## config.mk

```make
export PLATFORM = sky130hd
export DESIGN_NAME = cplx_matmul_seq
export DESIGN_NICKNAME = d
export VERILOG_FILES = /design/src/rtl/cplx_matmul_seq.sv
export SDC_FILE = /design/constraint.sdc
export NUM_CORES = 2
export LEC_CHECK = 0
export ABC_AREA = 1
export BUFFER_PORTS_ARGS = -buffer_cell sky130_fd_sc_hd__buf_2
export CORE_MARGIN = 2
export CORE_UTILIZATION = 50
export CTS_BUF_LIST = sky130_fd_sc_hd__clkbuf_8
export CTS_CLUSTER_SIZE = 30
export DETAILED_ROUTE_END_ITERATION = 16
export GPL_TIMING_DRIVEN = 0
export PLACE_DENSITY = 0.78
export SYNTH_ARGS = -nofsm -noshare
export SYNTH_HDL_FRONTEND = slang
export SYNTH_SLANG_ARGS = --single-unit
```

## constraint.sdc

```tcl
create_clock -name clk -period 8.62 [get_ports clk]
set_input_delay 0 -clock clk [delete_from_list [all_inputs] [get_ports clk]]
set_output_delay 0 -clock clk [all_outputs]
set_load 0.01 [all_outputs]
```

## src/rtl/cplx_matmul_seq.sv

```systemverilog
// Sequential N x N complex matrix multiplier: loads A and B beat by beat, runs one
// complex MAC per cycle (k innermost), then streams C row-major with valid/ready.
module cplx_matmul_seq #(
  parameter int N  = 4,
  parameter int DW = 8
) (
  input  logic                           clk,
  input  logic                           rst,
  input  logic                           in_valid,
  output logic                           in_ready,
  input  logic signed [DW-1:0]           a_real,
  input  logic signed [DW-1:0]           a_imag,
  input  logic signed [DW-1:0]           b_real,
  input  logic signed [DW-1:0]           b_imag,
  input  logic                           conj_b,
  output logic                           out_valid,
  input  logic                           out_ready,
  output logic signed [2*DW+$clog2(N):0] result_real,
  output logic signed [2*DW+$clog2(N):0] result_imag,
  output logic                           out_last,
  output logic                           busy
);

  localparam int OW = 2*DW + 1 + $clog2(N);
  localparam int NN = N*N;
  localparam int KW = $clog2(N);
  localparam int IW = $clog2(NN);
  localparam logic [IW-1:0] LAST_IDX = IW'(NN-1);
  localparam logic [KW-1:0] LAST_K   = KW'(N-1);

  typedef enum logic [1:0] {S_LOAD, S_COMPUTE, S_OUTPUT} state_t;

  state_t                r_state, w_state_nxt;
  logic [IW-1:0]         r_ld_idx, r_out_idx;
  logic [KW-1:0]         r_i, r_j, r_k;
  logic                  r_conj;
  logic signed [OW-1:0]  r_acc_re, r_acc_im;

  logic signed [DW-1:0]  r_a_re [NN];
  logic signed [DW-1:0]  r_a_im [NN];
  logic signed [DW-1:0]  r_b_re [NN];
  logic signed [DW-1:0]  r_b_im [NN];
  logic signed [OW-1:0]  r_c_re [NN];
  logic signed [OW-1:0]  r_c_im [NN];

  logic [IW-1:0]         w_a_idx, w_b_idx, w_c_idx;
  logic                  w_i_last, w_j_last, w_k_last, w_mac_last;
  logic signed [DW-1:0]  w_ar, w_ai, w_br, w_bi;
  logic signed [2*DW-1:0] w_p_rr, w_p_ii, w_p_ri, w_p_ir;
  logic signed [OW-1:0]  w_term_re, w_term_im, w_sum_re, w_sum_im;

  function automatic logic signed [OW-1:0] sext(input logic signed [2*DW-1:0] v);
    return {{(OW-2*DW){v[2*DW-1]}}, v};
  endfunction

  assign w_a_idx    = IW'(r_i*N + r_k);
  assign w_b_idx    = IW'(r_k*N + r_j);
  assign w_c_idx    = IW'(r_i*N + r_j);
  assign w_i_last   = (r_i == LAST_K);
  assign w_j_last   = (r_j == LAST_K);
  assign w_k_last   = (r_k == LAST_K);
  assign w_mac_last = w_i_last && w_j_last && w_k_last;

  assign w_ar   = r_a_re[w_a_idx];
  assign w_ai   = r_a_im[w_a_idx];
  assign w_br   = r_b_re[w_b_idx];
  assign w_bi   = r_b_im[w_b_idx];
  assign w_p_rr = w_ar * w_br;
  assign w_p_ii = w_ai * w_bi;
  assign w_p_ri = w_ar * w_bi;
  assign w_p_ir = w_ai * w_br;

  // Conjugating B flips the sign of every bi term; done on products so -2^(DW-1) never overflows
  assign w_term_re = r_conj ? (sext(w_p_rr) + sext(w_p_ii)) : (sext(w_p_rr) - sext(w_p_ii));
  assign w_term_im = r_conj ? (sext(w_p_ir) - sext(w_p_ri)) : (sext(w_p_ir) + sext(w_p_ri));
  assign w_sum_re  = r_acc_re + w_term_re;
  assign w_sum_im  = r_acc_im + w_term_im;

  always_ff @(posedge clk) begin
    if (rst) r_state <= S_LOAD;
    else     r_state <= w_state_nxt;
  end

  always_comb begin
    w_state_nxt = r_state;
    case (r_state)
      S_LOAD:    if (in_valid && r_ld_idx == LAST_IDX) w_state_nxt = S_COMPUTE;
      S_COMPUTE: if (w_mac_last) w_state_nxt = S_OUTPUT;
      S_OUTPUT:  if (out_ready && r_out_idx == LAST_IDX) w_state_nxt = S_LOAD;
      default:   w_state_nxt = S_LOAD;
    endcase
  end

  always_comb begin
    in_ready    = (r_state == S_LOAD);
    busy        = (r_state == S_COMPUTE) || (r_state == S_OUTPUT);
    out_valid   = (r_state == S_OUTPUT);
    out_last    = (r_state == S_OUTPUT) && (r_out_idx == LAST_IDX);
    result_real = (r_state == S_OUTPUT) ? r_c_re[r_out_idx] : '0;
    result_imag = (r_state == S_OUTPUT) ? r_c_im[r_out_idx] : '0;
  end

  always_ff @(posedge clk) begin
    if (rst) begin
      r_ld_idx  <= '0;
      r_out_idx <= '0;
      r_i       <= '0;
      r_j       <= '0;
      r_k       <= '0;
      r_conj    <= 1'b0;
      r_acc_re  <= '0;
      r_acc_im  <= '0;
    end else begin
      case (r_state)
        S_LOAD: if (in_valid) begin
          if (r_ld_idx == '0) r_conj <= conj_b;
          r_ld_idx <= (r_ld_idx == LAST_IDX) ? '0 : r_ld_idx + 1'b1;
        end
        S_COMPUTE: begin
          if (w_k_last) begin
            r_acc_re <= '0;
            r_acc_im <= '0;
            r_k      <= '0;
            if (w_j_last) begin
              r_j <= '0;
              r_i <= w_i_last ? '0 : r_i + 1'b1;
            end else begin
              r_j <= r_j + 1'b1;
            end
          end else begin
            r_acc_re <= w_sum_re;
            r_acc_im <= w_sum_im;
            r_k      <= r_k + 1'b1;
          end
        end
        S_OUTPUT: if (out_ready) r_out_idx <= (r_out_idx == LAST_IDX) ? '0 : r_out_idx + 1'b1;
        default: ;
      endcase
    end
  end

  // Matrix and result storage carry no reset; each load and compute pass overwrites all of it
  always_ff @(posedge clk) begin
    if (!rst && r_state == S_LOAD && in_valid) begin
      r_a_re[r_ld_idx] <= a_real;
      r_a_im[r_ld_idx] <= a_imag;
      r_b_re[r_ld_idx] <= b_real;
      r_b_im[r_ld_idx] <= b_imag;
    end
    if (!rst && r_state == S_COMPUTE && w_k_last) begin
      r_c_re[w_c_idx] <= w_sum_re;
      r_c_im[w_c_idx] <= w_sum_im;
    end
  end

endmodule

```

==> impl_metrics.ini <==
[layout]
final_cell_mix = edfxtp_1 (1,120), inv_1 (668), nor2_1 (641)
area_growth_pct = 18.8
finalNetCount = 6396
fillers = 8807
layout_commonest_cell = edfxtp_1
drive_gt1_frac = 0.168

[setup_path]
criticalPathCategory = reg2reg
start_kind = register
path_max_fanout = 10
crit_top_cell = buf_12
timing.rr.start = r_k[0]
end_kind = register
cp_slowest_stage_delay_ns = 0.55
crit_arrival_ns = 9.65
crit_required_ns = 9.25
rrSetupSlack_ns = -0.39
slowest_stage = fa_1
r2r_end = r_c_im[5][18]
ff2ff_path_depth = 45

[synthesis]
synth_flop_cell = edfxtp_1
synthXorXnorAreaFrac = 0.0193
synth_area_sq_um = 60100
syn_area_per_cell_sq_um = 11.2
synth-adder-area-share = 0.117
synth-seq-cells = 1179
synth-seq-area-share = 0.580
synth_top_family_by_area = compound AO/OA/AOI/OAI gates
synthArstFlopShare = 0
synth-simple-area-share = 0.101
synth_compound_area_frac = 0.123
synthMuxAreaShare = 0
ys_warn_count = 0
syn_nets = 5851
netlist_instances = 5385
synthDistinctLibCells = 55
synth_enable_flop_cells = 1120

[floorplanning]
die_area_sq_um = 123000
start_util = 0.503
die_h_um = 351
fp.dieW_um = 351
coreArea_sq_um = 119000
rows = 127
boundaryPins = 79

[routing]
drtIter0Drc = 7288
wl_per_cell_um = 24.4
firstDrtPassIters = 10
drtAntennaViolNets = 0
drc = 0
avgViaCountPerCell = 6.13
wl_um = 187000
vias = 47182

[clock_tree]
cts_buffers = 180
clk_latency_ns = 0.91
clkTransAtPathRegs_ns = 0.07
cts_tree = yes
cts.sinks = 1179
cts-root-buf = clkbuf_8
clockBufferDepth = 3
cts_max_level = 4

[global_route]
grt.overflow.total = 0
grt_pass1_wl_um = 272000
grt_usage = 0.295
grt_max_degree = 25
antenna_found_initial = 8
grt_pass1_vias = 46232

[worst_hold_path]
hp-class = in2reg
whs_path_depth = 2
min-delay-start = a_real[7]
hold_end = r_a_re[8][7]

[sta]
min_period_over_period = 1.05
worst_pin_slew_ns = 1.37
worst_slack_ns = -0.394
slew_headroom = 0.0784
maxSlewViolCount = 0
min_period_ns = 9.01
rsz0062_at_grt = yes
setup_viol = 85
setup_tns_ns = -16.72
finalHoldViolCount = 0
skew_ns = 0.0454
max_freq_mhz = 111

[run_status]
outcome = finished, violations left
violations = negative setup slack

[place]
dp_hpwl_um = 124000
port_buffers = 78
place_congestion = 0.914

[job]
drv_cap = 0
[cell usage after synthesis, types with 4 or more instances]
| cell | count | area share |
|---|---|---|
| o221ai_1 | 190 | 0.028 |
| a21boi_1 | 4 | 0.00050 |
| xnor2_1 | 55 | 0.0080 |
| xor2_1 | 72 | 0.010 |
| edfxtp_1 | 1120 | 0.56 |
| nand4_1 | 10 | 0.0010 |
| clkinv_1 | 5 | 0.00031 |
| nand3b_1 | 9 | 0.0011 |
| o21ai_1 | 25 | 0.0021 |
| nand3_1 | 138 | 0.011 |
| inv_1 | 619 | 0.039 |
| nand2_2 | 17 | 0.0018 |
| a31oi_1 | 12 | 0.0012 |
| o22ai_1 | 81 | 0.0084 |
| dfxtp_1 | 59 | 0.020 |
| o21ai_0 | 602 | 0.050 |
| nor4_1 | 4 | 0.00042 |
| o31ai_1 | 4 | 0.00050 |
| nand3_2 | 6 | 0.0010 |
| ha_1 | 205 | 0.043 |
| inv_2 | 12 | 0.00075 |
| a21oi_2 | 6 | 0.00087 |
| nand2_1 | 601 | 0.038 |
| buf_2 | 69 | 0.0057 |
| clkbuf_1 | 182 | 0.011 |
| o21bai_1 | 7 | 0.00087 |
| fa_1 | 224 | 0.075 |
| buf_4 | 9 | 0.0011 |
| nor3_1 | 34 | 0.0028 |
| buf_1 | 16 | 0.0010 |
| a21o_1 | 8 | 0.0010 |
| o211ai_1 | 94 | 0.012 |
| a21oi_1 | 187 | 0.016 |
| nor2_1 | 660 | 0.041 |
| nor2_2 | 4 | 0.00042 |
[metal layers]
metal / routed length, um / up-vias / GRT usage
met5: 55 / - / 0
met4: 13400 / 8 / 0.183
met3: 26000 / 876 / 0.0773
met2: 86000 / 3944 / 0.472
met1: 62000 / 22415 / 0.357
li1: - / 19939 / -
[layout make-up]
class                   instances  area [sq um]  area share
diodes                          4          10.0    0.000140
plain buffers                 278          2020      0.0283
clock buffers                 184          2530      0.0355
clock inverters               144           790      0.0111
inverters                     636          2410      0.0338
multi-input cells            3294         23400       0.328
flip-flops and latches       1179         34800       0.488
well taps                    1612          2020      0.0283
repair buffers                361          3320      0.0465
[stage by stage]
stage | util | area (sq um) | hold slack (ns) | setup slack, ns | std cells
final | 0.597 | 71400 | 0.0396 | -0.394 | 7692
after global routing | 0.597 | 71400 | 0.0555 | -0.676 | 7690
after CTS | 0.587 | 70200 | 0.000603 | -0.152 | 7640
after detailed placement | 0.536 | 64000 | 0.374 | -2.15 | 7186
after global placement | 0.523 | 62500 | 0.370 | -2.05 | 7075
after floorplan | - | 60100 | 0.0989 | 0.380 | 5385
[worst max-delay path by stage]
stage | start | slack [ns] | endpoint | cells after the start
after floorplan | r_k[1] | 0.38 | r_c_im[0][18] | 41
after global placement | r_k[1] | -2.05 | r_c_im[10][18] | 42
after detailed placement | r_k[1] | -2.15 | r_c_im[10][18] | 45
after CTS | r_j[0] | -0.15 | r_c_im[5][18] | 45
after global routing | r_k[0] | -0.68 | r_c_im[5][18] | 47
final | r_k[0] | -0.39 | r_c_im[5][18] | 45
[cell families (layout without fill, tap and decap cells)]
| kind of cell | Yosys count | after routing |
|---|---|---|
| buffers and inverters | 915 | 1603 |
| AND/OR/NAND/NOR | 1498 | 1501 |
| other | 0 | 4 |
| AO/OA/AOI/OAI | 1234 | 1234 |
| XOR/XNOR | 130 | 130 |
| flip-flops | 1179 | 1179 |
| adder cells (fa/ha/maj) | 429 | 429 |
[sequential cells by signal, indices dropped and copies added, names as in the netlist, named ones only]
signal     flops
r_a_im       128
r_b_re       128
r_k            2
r_ld_idx       4
r_c_re       304
r_a_re       128
r_state        2
r_acc_re      19
r_j            2
r_i            2
r_conj         1
r_c_im       304
r_b_im       128
r_out_idx      4
r_acc_im      19
[worst max-delay path: cells and delay by family, from the launching register on]
kind            cells  cell delay (ns)
simple gates       20             2.71
xor+xnor            4             0.68
buf+inv            10             1.12
compound gates      4             0.66
flops               1             0.40
fa+ha+maj           7             3.12
[timing repair]
| action | in CTS | in global routing |
|---|---|---|
| setup buffers | 73 | 46 |
| gates cloned | 4 | 3 |
| hold buffers | 49 | 0 |
| setup endpoints to repair | 391 | 306 |
| pin swaps | 100 | 124 |
| endpoints found under the hold margin | 657 | 0 |
| gates resized for setup | 452 | 202 |
Power is left out: the tool's default activity adds up to more than one toggle a clock period on the data nets, which glitch-free logic cannot reach.
